==> src/rtl/game_pkg.sv <==
// rtl/game_pkg.sv - shared state encoding and default widths for the game controller
package game_pkg;

  typedef enum logic [2:0] {
    ST_IDLE  = 3'd0,
    ST_RST   = 3'd1,
    ST_PLAY  = 3'd2,
    ST_PAUSE = 3'd3,
    ST_OVER  = 3'd4
  } game_state_t;

  localparam int TICK_W_DEF  = 20;
  localparam int DEB_W_DEF   = 16;
  localparam int SCORE_W_DEF = 10;

endpackage

==> src/rtl/btn_debounce.sv <==
// rtl/btn_debounce.sv - two-flop synchroniser plus stability counter for one button
module btn_debounce
  import game_pkg::*;
#(
  parameter int DEB_W = DEB_W_DEF
) (
  input  logic clk,
  input  logic rst_n,
  input  logic din,
  output logic stable,
  output logic rise
);

  localparam logic [DEB_W-1:0] CNT_ONE = 1;

  logic             sync_a;
  logic             sync_b;
  logic [DEB_W-1:0] cnt;

  always_ff @(posedge clk or negedge rst_n) begin
    if (!rst_n) begin
      sync_a <= 1'b0;
      sync_b <= 1'b0;
      cnt    <= '0;
      stable <= 1'b0;
      rise   <= 1'b0;
    end else begin
      sync_a <= din;
      sync_b <= sync_a;
      rise   <= 1'b0;
      if (sync_b == stable) begin
        cnt <= '0;
      end else if (&cnt) begin
        // full window of disagreeing samples: accept the new level
        stable <= ~stable;
        rise   <= ~stable;
        cnt    <= '0;
      end else begin
        cnt <= cnt + CNT_ONE;
      end
    end
  end

endmodule

==> src/rtl/game_controller.sv <==
// rtl/game_controller.sv - game sequencer: debounce, state machine, frame tick and scoring
module game_controller
  import game_pkg::*;
#(
  parameter int TICK_W     = TICK_W_DEF,
  parameter int DEB_W      = DEB_W_DEF,
  parameter int RST_CYC    = 4,
  parameter int LOCK_TICKS = 48,
  parameter int SCORE_W    = SCORE_W_DEF
) (
  input  logic               clk,
  input  logic               rst_n,
  input  logic [1:0]         btn_raw,
  input  logic               btn_start_raw,
  input  logic               over,
  input  logic               land,
  output logic               game_rst,
  output logic               tick,
  output logic [1:0]         btn_game,
  output logic [2:0]         state,
  output logic [SCORE_W-1:0] score,
  output logic [SCORE_W-1:0] best
);

  localparam int RST_W  = $clog2(RST_CYC + 1);
  localparam int LOCK_W = $clog2(LOCK_TICKS + 1);

  localparam logic [RST_W-1:0]   RST_LAST = RST_W'(RST_CYC - 1);
  localparam logic [RST_W-1:0]   RST_ONE  = 1;
  localparam logic [LOCK_W-1:0]  LOCK_MAX = LOCK_W'(LOCK_TICKS);
  localparam logic [LOCK_W-1:0]  LOCK_ONE = 1;
  localparam logic [TICK_W-1:0]  TICK_ONE = 1;
  localparam logic [SCORE_W-1:0] SCORE_ONE = 1;

  game_state_t        st;
  logic [TICK_W-1:0]  tick_cnt;
  logic [RST_W-1:0]   rst_cnt;
  logic [LOCK_W-1:0]  lock_cnt;
  logic [SCORE_W-1:0] score_inc;
  logic [SCORE_W-1:0] best_next;
  logic [1:0]         move_stable;
  logic               start_stable;
  logic               start_pe;
  logic               unused_rise_l;
  logic               unused_rise_r;

  btn_debounce #(.DEB_W(DEB_W)) u_deb_left (
    .clk(clk), .rst_n(rst_n), .din(btn_raw[1]), .stable(move_stable[1]), .rise(unused_rise_l)
  );

  btn_debounce #(.DEB_W(DEB_W)) u_deb_right (
    .clk(clk), .rst_n(rst_n), .din(btn_raw[0]), .stable(move_stable[0]), .rise(unused_rise_r)
  );

  btn_debounce #(.DEB_W(DEB_W)) u_deb_start (
    .clk(clk), .rst_n(rst_n), .din(btn_start_raw), .stable(start_stable), .rise(start_pe)
  );

  // score after a possible same-cycle landing, so best sees it on game over
  assign score_inc = (land && !(&score)) ? score + SCORE_ONE : score;
  assign best_next = (score_inc > best) ? score_inc : best;
  assign state     = st;

  always_ff @(posedge clk or negedge rst_n) begin
    if (!rst_n) begin
      st       <= ST_IDLE;
      game_rst <= 1'b1;
      tick     <= 1'b0;
      btn_game <= 2'b00;
      score    <= '0;
      best     <= '0;
      tick_cnt <= '0;
      rst_cnt  <= '0;
      lock_cnt <= '0;
    end else begin
      tick     <= 1'b0;
      btn_game <= 2'b00;
      case (st)
        ST_IDLE: begin
          game_rst <= 1'b1;
          if (start_pe) begin
            st      <= ST_RST;
            rst_cnt <= '0;
          end
        end
        ST_RST: begin
          game_rst <= 1'b1;
          score    <= '0;
          tick_cnt <= '0;
          lock_cnt <= '0;
          if (rst_cnt == RST_LAST) begin
            st       <= ST_PLAY;
            game_rst <= 1'b0;
            btn_game <= move_stable;
          end else begin
            rst_cnt <= rst_cnt + RST_ONE;
          end
        end
        ST_PLAY: begin
          game_rst <= 1'b0;
          score    <= score_inc;
          if (over) begin
            st       <= ST_OVER;
            best     <= best_next;
            tick_cnt <= '0;
            lock_cnt <= '0;
          end else if (start_pe) begin
            st <= ST_PAUSE;
          end else begin
            tick_cnt <= tick_cnt + TICK_ONE;
            tick     <= &tick_cnt;
            btn_game <= move_stable;
          end
        end
        ST_PAUSE: begin
          if (start_pe) begin
            st       <= ST_PLAY;
            btn_game <= move_stable;
          end
        end
        ST_OVER: begin
          // frame counter keeps running only to time the restart lockout
          tick_cnt <= tick_cnt + TICK_ONE;
          if (&tick_cnt && lock_cnt != LOCK_MAX) lock_cnt <= lock_cnt + LOCK_ONE;
          if (start_pe && lock_cnt == LOCK_MAX) begin
            st       <= ST_RST;
            game_rst <= 1'b1;
            rst_cnt  <= '0;
          end
        end
        default: st <= ST_IDLE;
      endcase
    end
  end

endmodule
==> config.mk <==
export PLATFORM = sky130hd
export DESIGN_NAME = game_controller
export DESIGN_NICKNAME = d
export VERILOG_FILES = /design/src/rtl/game_pkg.sv /design/src/rtl/btn_debounce.sv /design/src/rtl/game_controller.sv
export SDC_FILE = /design/constraint.sdc
export NUM_CORES = 1
export LEC_CHECK = 0
export CAP_MARGIN = 20
export CORE_MARGIN = 2
export CORE_UTILIZATION = 45
export CTS_BUF_LIST = sky130_fd_sc_hd__clkbuf_16
export CTS_CLUSTER_DIAMETER = 120
export DETAILED_ROUTE_END_ITERATION = 10
export HOLD_SLACK_MARGIN = 0.12
export SYNTH_ARGS = -nofsm -noshare
export SYNTH_HDL_FRONTEND = slang
export SYNTH_SLANG_ARGS = --single-unit
==> constraint.sdc <==
create_clock -name clk -period 4.2 [get_ports clk]
set_input_delay 0.63 -clock clk [delete_from_list [all_inputs] [get_ports clk]]
set_output_delay 0.63 -clock clk [all_outputs]
set_load 0.1 [all_outputs]
# == Word-level counts from Yosys, hierarchy flattened ==
# Cells that the tools add are included.
# classes
n_addsub,7
muxes,38
n_reduce_logical,23
eq_ne,19
magnitude_cmp,1
bitwise,6
# ops
cell,count
2-to-1 mux 16 bit,6
case mux 20 bit (3 select lines),1
AND reduction 17 bit,3
"adder 16 x 1 -> 16 bit, second input constant",3
AND reduction 16 bit,3
2-to-1 mux 20 bit,2
2-to-1 mux 3 bit,9
"adder 20 x 1 -> 20 bit, second input constant",1
case mux 10 bit (2 select lines),1
AND reduction 20 bit,1
case mux 6 bit (3 select lines),1
case mux 3 bit (5 select lines),1
2-to-1 mux 6 bit,2
"adder 10 x 1 -> 10 bit, second input constant",1
greater-than comparator 10 bit,1
2-to-1 mux 10 bit,1
"!= test 2 bit, second input constant",5
AND reduction 10 bit,1
"equality test 3 x 2 -> 1 bit, second input constant",3
case mux 3 bit (3 select lines),1
2-to-1 mux 2 bit,4
2-to-1 mux 1 bit,7
"adder 6 x 1 -> 6 bit, second input constant",1
"equality test 6 bit, second input constant",1
21 further kinds,34
# word_totals
ff_bits,114
input_bits,7
wordCells,116

# == Longest topological paths before layout ==
# depth
depth_word,6
depth_mapped,13
ltp_nobuf,11

# == Hierarchy ==
# A second synthesis with hierarchy kept.
# hier_totals
hier_cells,622
hier_area_um2,6199.7
# modules_own_cells
module,instances,cells_each,area_each_um2
game_controller,1,361,3410.8
btn_debounce,3,87,929.6

# == Worst setup path after synthesis ==
# No wires, ideal clock.
# synth_timing
path_kind,register to register
startpoint,register score[0]
endpoint,register best[3]
arrival_ps,3347
required_time_ps,4074
setup_time_ps,126
setup_slack_ps,728
path_stages_with_launch,14
cell_sequence,dfrtp_1 -> ha_1 -> clkbuf_1 -> nand4b_1 -> nor2_1 -> xnor2_1 -> inv_1 -> ha_1 -> nand4_1 -> nor2_1 -> a31oi_1 -> o31a_1 -> buf_2 -> mux2_2
# synth_between
elab_chain_cells,6
word_cells_on_any_way,7
cone_classes,1 x add/sub; 1 x order compare; 1 x mux; 4 x reduce/logical
# synth_rtl
element,line_no,text
start: declaration,game_controller.sv:21,"output logic [SCORE_W-1:0] score,"
start signal: assignment,game_controller.sv:101,score <= score_inc;
"parallel branches: the longest is 3 deep, another holds adder 10 x 1 -> 10 bit",-,
2-to-1 mux 10 bit (*),game_controller.sv:60,assign score_inc = (land && !(&score)) ? score + SCORE_ONE : score;
via score_inc[8],game_controller.sv:39,logic [SCORE_W-1:0] score_inc;
greater-than comparator 10 bit (*),game_controller.sv:61,assign best_next = (score_inc > best) ? score_inc : best;
AND reduction 3 bit (no source line) (*),-,
end signal: assignment,game_controller.sv:104,best <= best_next;
end: declaration,game_controller.sv:22,output logic [SCORE_W-1:0] best
# Mark *: on every way through the listed nets, which the timed path passes.
# A chain may end at the register's enable or synchronous reset.

# == Final worst setup path ==
# layout_timing
startpoint,input port land
endpoint,register best[9]
# layout_between
elab_chain_cells,4
# layout_rtl
element,line_no,text
start: declaration,game_controller.sv:16,"input logic land,"
logical AND 1 bit,game_controller.sv:60,
2-to-1 mux 10 bit,game_controller.sv:60,
via score_inc[7],game_controller.sv:39,
greater-than comparator 10 bit,game_controller.sv:61,
AND reduction 3 bit (no source line),-,
# The timed path passes the listed nets, and every way through them passes these cells.

==> qor.csv <==
stage,metric,value,unit
status,status,finished clean,
global_routing,initial antenna violation count,0,
cts,Setup Buffers After CTS,0,
logic_synthesis,ys async rst share,1.00,
setup_path,"Arr. time, crit path",3860,ps
cts,worst-skew pair later-pin latency,410,ps
global_routing,first-pass GRT wire length,20900,um
routing,via count,4405,
global_routing,vias in the first global route,4425,
final_layout,Non-Filler Instances,822,
global_routing,largest net degree at the start of global routing,48,
sta,Final Cycle Share,0.848,
power,switching portion of total power,0.208,
global_routing,GRT met2 Usage,0.290,
logic_synthesis,Yosys Warn Count,0,
setup_path,critical path type,in -> reg,
setup_path,CP cell instances,clkdlybuf4s50_1 > and3_1 > nor2b_1 > nand4_1 > xnor2_1 > ha_1 > nand4_1 > nor2_1 > a31oi_1 > o31a_1 > mux2_2,
power,net load switching power,537,uW
final_layout,ant diodes,0,
sta,WHS,227,ps
placed_design,DP HPWL,8120,um
final_layout,fin nets,664,
global_routing,met1 Track Usage GR,0.245,
power,Static Leakage,2.98,nW
logic_synthesis,synthesized net count,625,
routing,DRC viols,0,
final_layout,synth-to-layout area growth,18.3,%
sta,# setup viols final,0,
hold_path,Hold Crit Class,in -> async,
power,Clock power frac,0.541,
cts,PostCTS Resize Cnt,0,
floorplanning,chip height,118,um
sta,Clock Skews,8.01,ps
placed_design,number of cells after detailed placement,791,
setup_path,Crit path largest cell delay,590,ps
power,Reg power frac,0.434,
power,Logic pwr share,0.025,
setup_path,worst path bufs/invs,1,
cts,Clock Path Buffers,2,
power,internal power,2.04,mW
floorplanning,Placeable Area,12600,um2
floorplanning,Top-Level Pins,34,
cts,H-tree depth,4,
placed_design,Final Wtd Congestion,0.935,
global_routing,met3 usage,0.0557,
sta,Fin Setup TNS,0,ps
cts,Worst-path clk slew,50,ps
routing,Detail Route Antenna Nets,0,
logic_synthesis,Most used DFF post-synth,dfrtp_1,
sta,Max Fclk,0.281,GHz
floorplanning,Rows,41,
routing,Initial DRT Pass Iterations,5,
power,highest ir drop seen on vdd,0.298,mV
global_routing,gr ovfl total,0,
cts,# hold bufs at CTS,0,
setup_path,"Max FO, Critical Path",10,
logic_synthesis,"FF+latch count, synth",114,
setup_path,R2R Setup Slk,930,ps
logic_synthesis,number of synthesized flops with an enable pin,0,
setup_path,Startpoint Class,primary input,
sta,slew of the pin with the lowest slew margin,1000,ps
logic_synthesis,sequential element share of the synthesized area,0.489,
logic_synthesis,"Distinct cells, synth",53,
routing,routed len/inst,14.4,um
logic_synthesis,Cells after Synth,599,
sta,Final Critical Period,3560,ps
global_routing,grt peak-use layer,met2,
routing,initial drt markers,269,
final_layout,share of layout cells above drive strength 1,0.0846,
routing,Post-Route WL,11800,um
sta,Max Slew Vio Count,0,
cts,clock buffer count from CTS,17,
setup_path,slowest CP cell,clkdlybuf4s50_1,
setup_path,worst path required time,4500,ps
logic_synthesis,synthesized area per cell,9.74,um2
sta,RSZ-0062 raised after global routing,no,
flow_run,max_cap viols,0,
setup_path,Setup crit end kind,flop,
cts,CTS tree,yes,
logic_synthesis,Post-Syn Area,5830,um2
placed_design,I/O Buffers,33,
setup_path,critical path's most frequent cell,nand4_1,
setup_path,crit-path leading delay family,simple AND/OR/NAND/NOR gates,
sta,worst rel slew slack,0.331,
floorplanning,Die Wd,118,um
global_routing,GRT Total Usage,0.185,
cts,Clock Tree Root,clkbuf_16,
cts,Sink Count,114,
sta,"Hold Vio Cnt, Final",0,
routing,via/cell ratio,5.36,
floorplanning,Initial Util,0.462,
floorplanning,die area,13900,um2
power,PwrDens,374,nW/um2
## power groups by stage
stage / sequential [mW] / clock [mW] / combinational (mW)
global route: 1.12 / 1.49 / 0.0758
finish: 1.12 / 1.40 / 0.0640
CTS: 1.12 / 1.43 / 0.0666
global placement: 1.14 / 0 / 0.0655
detailed placement: 1.14 / 0 / 0.0665
floorplan: 1.14 / 0 / 0.0293
## final timing paths
kind,startpoint,to,cells past startpoint
max reg2reg,score[6],best[9],10
min in group clk,u_deb_right.sync_a,u_deb_right.sync_b,0
max,land,best[9],11
min reg2reg,u_deb_right.sync_a,u_deb_right.sync_b,0
min,rst_n,best[9],1
max in group asynchronous,rst_n,tick_cnt[10],2
## layer usage
layer  part of all wire  wire length, um  up-vias
met5                  0                0        -
met4              0.013              148        0
met3              0.040              469       11
met2               0.48             5660       87
met1               0.47             5540     2138
li1                   -                -     2169
## worst register-to-register path, cell delays in order, from the launching register on
cell and delay, ps:
dfrtp_1 540, and4_1 340, nand4b_1 230, nor2_1 80, xnor2_1 270, inv_1 80, ha_1 300, nand4_1 160
nor3_1 240, o31a_1 520, mux2_2 400
## cell usage in the layout (no fill, tap or decap), drive strengths merged, types with 3 or more instances in the layout
cell | synthesis | routed
o21a | 5 | 5
buf | 5 | 5
or3 | 5 | 5
a21oi | 19 | 19
clkdlybuf4s50 | 0 | 32
inv | 35 | 37
a211oi | 4 | 4
ha | 19 | 19
nor4 | 11 | 11
nor3 | 17 | 17
nor2b | 5 | 5
and3 | 12 | 12
a31o | 6 | 6
clkinv | 1 | 8
a31oi | 3 | 3
nor2 | 85 | 85
bufinv | 0 | 3
nand4 | 23 | 23
and2 | 3 | 3
mux2 | 12 | 12
and4 | 8 | 8
xnor2 | 34 | 34
nand2b | 5 | 5
a22o | 3 | 3
dfrtp | 113 | 113
clkbuf | 12 | 17
mux2i | 6 | 6
o21ai | 21 | 21
nand2 | 36 | 36
a21o | 3 | 3
xor2 | 30 | 30
nand3 | 37 | 37
## final cells by class
type                            instances  area, um2
Clock buffer                           17        425
Multi-Input combinational cell        432       2760
Inverter                               36        135
Sequential cell                       114       2850
Tap cell                              172        215
Fill cell                            1148       5720
Clock inverter                         14        149
Timing Repair Buffer                   37        358
## Yosys cell counts (3+ instances only)
cell type,instances,area share
inv_1,34,0.022
nand2_1,36,0.023
o21ai_0,15,0.013
nand2b_1,5,0.0054
xor2_1,30,0.045
dfrtp_1,113,0.48
nor2_1,85,0.055
a21oi_1,19,0.016
clkbuf_1,12,0.0077
xnor2_1,34,0.051
nand4_1,23,0.025
or3_1,5,0.0054
and2_1,3,0.0032
ha_1,19,0.041
a21o_1,3,0.0039
nand3_1,37,0.032
nor3_1,17,0.015
a211oi_1,3,0.0039
a31o_2,4,0.0060
o21ai_1,6,0.0051
nor2b_1,5,0.0054
a22o_1,3,0.0045
o21a_1,5,0.0064
a31oi_1,3,0.0032
and3_1,12,0.013
and4_1,8,0.012
buf_2,3,0.0026
mux2i_1,6,0.010
nor4_1,10,0.011
mux2_2,12,0.023
## registers in the layout (all words and copies together), names as in the netlist, 2 cells and up
signal	count
btn_game	2
u_deb_start.cnt	16
rst_cnt	3
lock_cnt	6
u_deb_right.cnt	16
tick_cnt	20
state	3
u_deb_left.cnt	16
best	10
score	10
## kinds of logic (layout without fill, tap and decap cells)
family	after synthesis	after routing	synth area share
flip-flops	114	114	0.489
adder cells (fa/ha/maj)	19	19	0.0407
multiplexers	18	18	0.0335
buffers and inverters	53	104	0.0373
XOR/XNOR	64	64	0.0961
AO/OA/AOI/OAI	78	78	0.0888
AND/OR/NAND/NOR	253	253	0.214
## metrics by stage
stage	total power, mW	setup WS (ps)	utilization	area, um2
floorplan	1.17	728	-	5830
global placement	1.20	409	0.501	6320
detailed placement	1.20	213	0.501	6320
CTS	2.62	643	0.547	6900
global route	2.68	437	0.547	6900
finish	2.58	639	0.547	6900
(Power assumes the default switching activity.)
==> variant 1, RTL diff (same flow settings) <==
Make the reset (`rst_n`) synchronous in 2 clocked blocks.
--- a/src/rtl/btn_debounce.sv
+++ b/src/rtl/btn_debounce.sv
@@ -19,3 +19,3 @@
 
-  always_ff @(posedge clk or negedge rst_n) begin
+  always_ff @(posedge clk) begin
     if (!rst_n) begin
--- a/src/rtl/game_controller.sv
+++ b/src/rtl/game_controller.sv
@@ -63,3 +63,3 @@
 
-  always_ff @(posedge clk or negedge rst_n) begin
+  always_ff @(posedge clk) begin
     if (!rst_n) begin
Function: same outputs for any inputs over 10 cycles, from zero or initial values and one cycle with rst_n low; that may be too few to reach the edited logic, so the function may still have changed.
==> variant 1 against the original RTL <==
Worst setup slack improved by 0.18 ns. Register-to-register slack got worse by 0.07 ns. Wire length rose by 3.7%. Synthesized area fell by 4.9%. Power rose by 4.3%. Sequential cell count did not move. Synthesized cell count rose by 9.2%. Cell area fell by 4.6%. Die area fell by 4.7%. Clock skew fell by 0.0039 ns. Non-clock buffer count fell by 2. First-iteration DRC count fell by 17%. Critical endpoint is now best[1]. Largest cell class is now multi-input combinational cells.
==> variant 1: results (changes against the original RTL) <==
| Metric | Value |
|---|---|
| Initial DRC Count | `223 (was 269)` |
| Static power due to leakage | `0.002323 uW (was 0.002980 uW)` |
| Drt pass-1 iters | `4 (was 5)` |
| Crit path arrival time | `3.73 ns (was 3.86 ns)` |
| Switching power as a share of total power | `20.35% (was 20.83%)` |
| Worst reg-to-reg path cell count | `9 (was 10)` |
| Share of flip-flops with an asynchronous set or reset | `0% (was 100.0%)` |
| Internal power | `2143 uW (was 2043 uW)` |
| Number of nets in the synthesized netlist | `680 (was 625)` |
| Wire length of the first global-routing pass | `21140 um (was 20930 um)` |
| Share of final-layout standard cells stronger than drive strength 1 | `6.196% (was 8.462%)` |
| Result of the run | `finished, final reports clean (unchanged)` |
| Via count of the first global-routing pass | `4661 (was 4425)` |
| Leading register cell type out of synthesis | `sky130_fd_sc_hd__dfxtp_1 (was sky130_fd_sc_hd__dfrtp_1)` |
| Reported clock group power | `1570 uW (was 1400 uW)` |
| Filler cells | `1121 (was 1148)` |
| Post-place instance area | `5946 um^2 (was 6325 um^2)` |
| Fraction of area in non-clock buffers | `5.244% (was 5.187%)` |
| Top cells by instance count after synthesis | `114 x sky130_fd_sc_hd__dfxtp_1, 78 x sky130_fd_sc_hd__nor2_1, 62 x sky130_fd_sc_hd__nand2_1 (was 113 x sky130_fd_sc_hd__dfrtp_1, 85 x sky130_fd_sc_hd__nor2_1, 37 x sky130_fd_sc_hd__nand3_1)` |
| Fraction of standard cell area in multi-input logic | `46.00% (was 40.04%)` |
| Layout Cells excl Fill | `841 (was 822)` |
| Tap cell instance count | `147 (was 172)` |
| Worst setup slack before clock tree synthesis | `0.4214 ns (was 0.2134 ns)` |
| All-layer global routing usage | `20.04% (was 18.52%)` |
| Grt met3 use | `7.064% (was 5.572%)` |
| Routing usage on met2 | `31.57% (was 29.03%)` |
| Setup skew after layout | `0.004126 ns (was 0.008009 ns)` |
| Crit Reg-Reg Startpoint | `score[0] (was score[6])` |
| Minimum hold slack | `0.4362 ns (was 0.2274 ns)` |
| Inverters excl. clock | `28 (was 36)` |
[variant 1: changes by cell type after synthesis, sizes merged, moves of 8 or more]
| cell | unedited run | this run |
|---|---|---|
| a21oi | 19 | 29 |
| mux2i | 6 | 16 |
| nand2 | 36 | 63 |
| or3 | 5 | 13 |
| dfxtp | 0 | 114 |
| dfrtp | 113 | 0 |
| and2 | 3 | 13 |
| xnor2 | 34 | 19 |
| o31ai | 0 | 8 |
[variant 1: how the worst max path moves through the flow]
stage             start  cells after the start  slack [ns]      end
3_3_place_gp       land                     10        0.58  best[6]
4_1_cts            land                     10        0.86  best[1]
5_1_grt            land                     10        0.64  best[1]
6_report           land                     10        0.82  best[1]
2_1_floorplan  score[2]                     10        0.65  best[1]
3_5_place_dp       land                     10        0.42  best[1]
[variant 1: cells by family after synthesis]
family,after synthesis,synth area share [%]
AOI/OAI and AO/OA,101,11.82
xor gates and xnor gates,48,7.576
muxes,21,3.901
DFF,114,41.13
adders and majority gates,19,4.284
and+or+nand+nor,297,27.01
buffers and inverters,54,4.284
==> variant 2, RTL diff (config.mk and constraints unchanged) <==
Without the edit above. The parameter `LOCK_TICKS` goes from 48 to 96.
--- a/src/rtl/game_controller.sv
+++ b/src/rtl/game_controller.sv
@@ -7,3 +7,3 @@
   parameter int RST_CYC    = 4,
-  parameter int LOCK_TICKS = 48,
+  parameter int LOCK_TICKS = 96,
   parameter int SCORE_W    = SCORE_W_DEF
Formal check against the unedited RTL: same outputs for any inputs over 10 cycles, from zero or initial values and one cycle with rst_n low; that may be too few to reach the edited logic, so the function may still have changed.
==> variant 2 against the original RTL <==
Worst setup slack improved by 0.11 ns. Cell area increased by 2.4%. Final cell count grew 3.3%. Wire length up 3.4%. Sequential cell count grew 1. Synthesized cell count up 3.0%. Power up 0.50%. Largest cell class is now multi-input combinational cells. Synthesized area increased by 2.6%.
==> variant 2: results (changes against the original RTL) <==
| Metric | Value |
|---|---|
| Wire length on met1 | `5935 um (was 5538 um)` |
| Comb_multi_in | `454 (was 432)` |
| Delay of the slowest cell on the worst path | `0.46 ns (was 0.59 ns)` |
| Wire length of the first global-routing pass | `21360 um (was 20930 um)` |
| Via count of the first global-routing pass | `4499 (was 4425)` |
| Layout Cells excl Fill | `849 (was 822)` |
| Crit Reg-Reg Startpoint | `score[0] (was score[6])` |
| Routability congestion estimate | `0.8390 (was 0.9354)` |
| Dpl cells | `817 (was 791)` |
| Area contributors post-synth | `sky130_fd_sc_hd__dfrtp_1 48%, sky130_fd_sc_hd__nor2_1 4.8%, sky130_fd_sc_hd__xnor2_1 4.4% (was sky130_fd_sc_hd__dfrtp_1 48%, sky130_fd_sc_hd__nor2_1 5.5%, sky130_fd_sc_hd__xnor2_1 5.1%)` |
| Met3 wire length | `384 um (was 469 um)` |
| Result of the run | `finished, final reports clean (unchanged)` |
| Inverters excl. clock | `35 (was 36)` |
| Area fraction of clock buffers and clock inverters | `8.168% (was 8.324%)` |
| Slowest-stage cell, CP | `sky130_fd_sc_hd__dfrtp_1 (was sky130_fd_sc_hd__clkdlybuf4s50_1)` |
| Critical path destination | `best[6] (was best[9])` |
| Measured slew at the worst slew-check pin | `0.9998 ns (was 1.000 ns)` |
| Storage element area | `2879 um^2 (was 2854 um^2)` |
| All-layer global routing usage | `18.59% (was 18.52%)` |
| Fraction of area in non-clock buffers | `5.067% (was 5.187%)` |
| Worst setup slack before clock tree synthesis | `0.3687 ns (was 0.2134 ns)` |
| Crit path arrival time | `3.75 ns (was 3.86 ns)` |
| Sequential cells | `115 (was 114)` |
| Routed WL per cell | `14.39 um (was 14.38 um)` |
| Number of distinct library cells after synthesis | `63 (was 53)` |
| Peak supply drop | `0.2526 mV (was 0.2976 mV)` |
variant 2: cell types whose count changed after synthesis, sizes merged, moves of 5 or more:
cell	change
xor2	-7
and2	+5
clkbuf	-5
a31oi	+7
nor2b	-5
nor2	-8
nand3	-7
nand2	+10
or3	+8
o21ai	+27
variant 2: cell families after synthesis:
| kind of cell | after synthesis | synth area share, % |
|---|---|---|
| and+or+nand+nor | 258 | 22.40 |
| DFF | 115 | 48.12 |
| AOI/OAI and AO/OA | 108 | 11.36 |
| xor gates and xnor gates | 53 | 7.758 |
| buffers and inverters | 48 | 3.471 |
| adders and majority gates | 19 | 3.973 |
| muxes | 16 | 2.928 |
variant 2: power by group:
group / internal [uW] / total (uW) / switching (uW)
clock: 914 / 1410 / 493
combinational: 16.7 / 57.2 / 40.5
sequential: 1120 / 1130 / 9.05
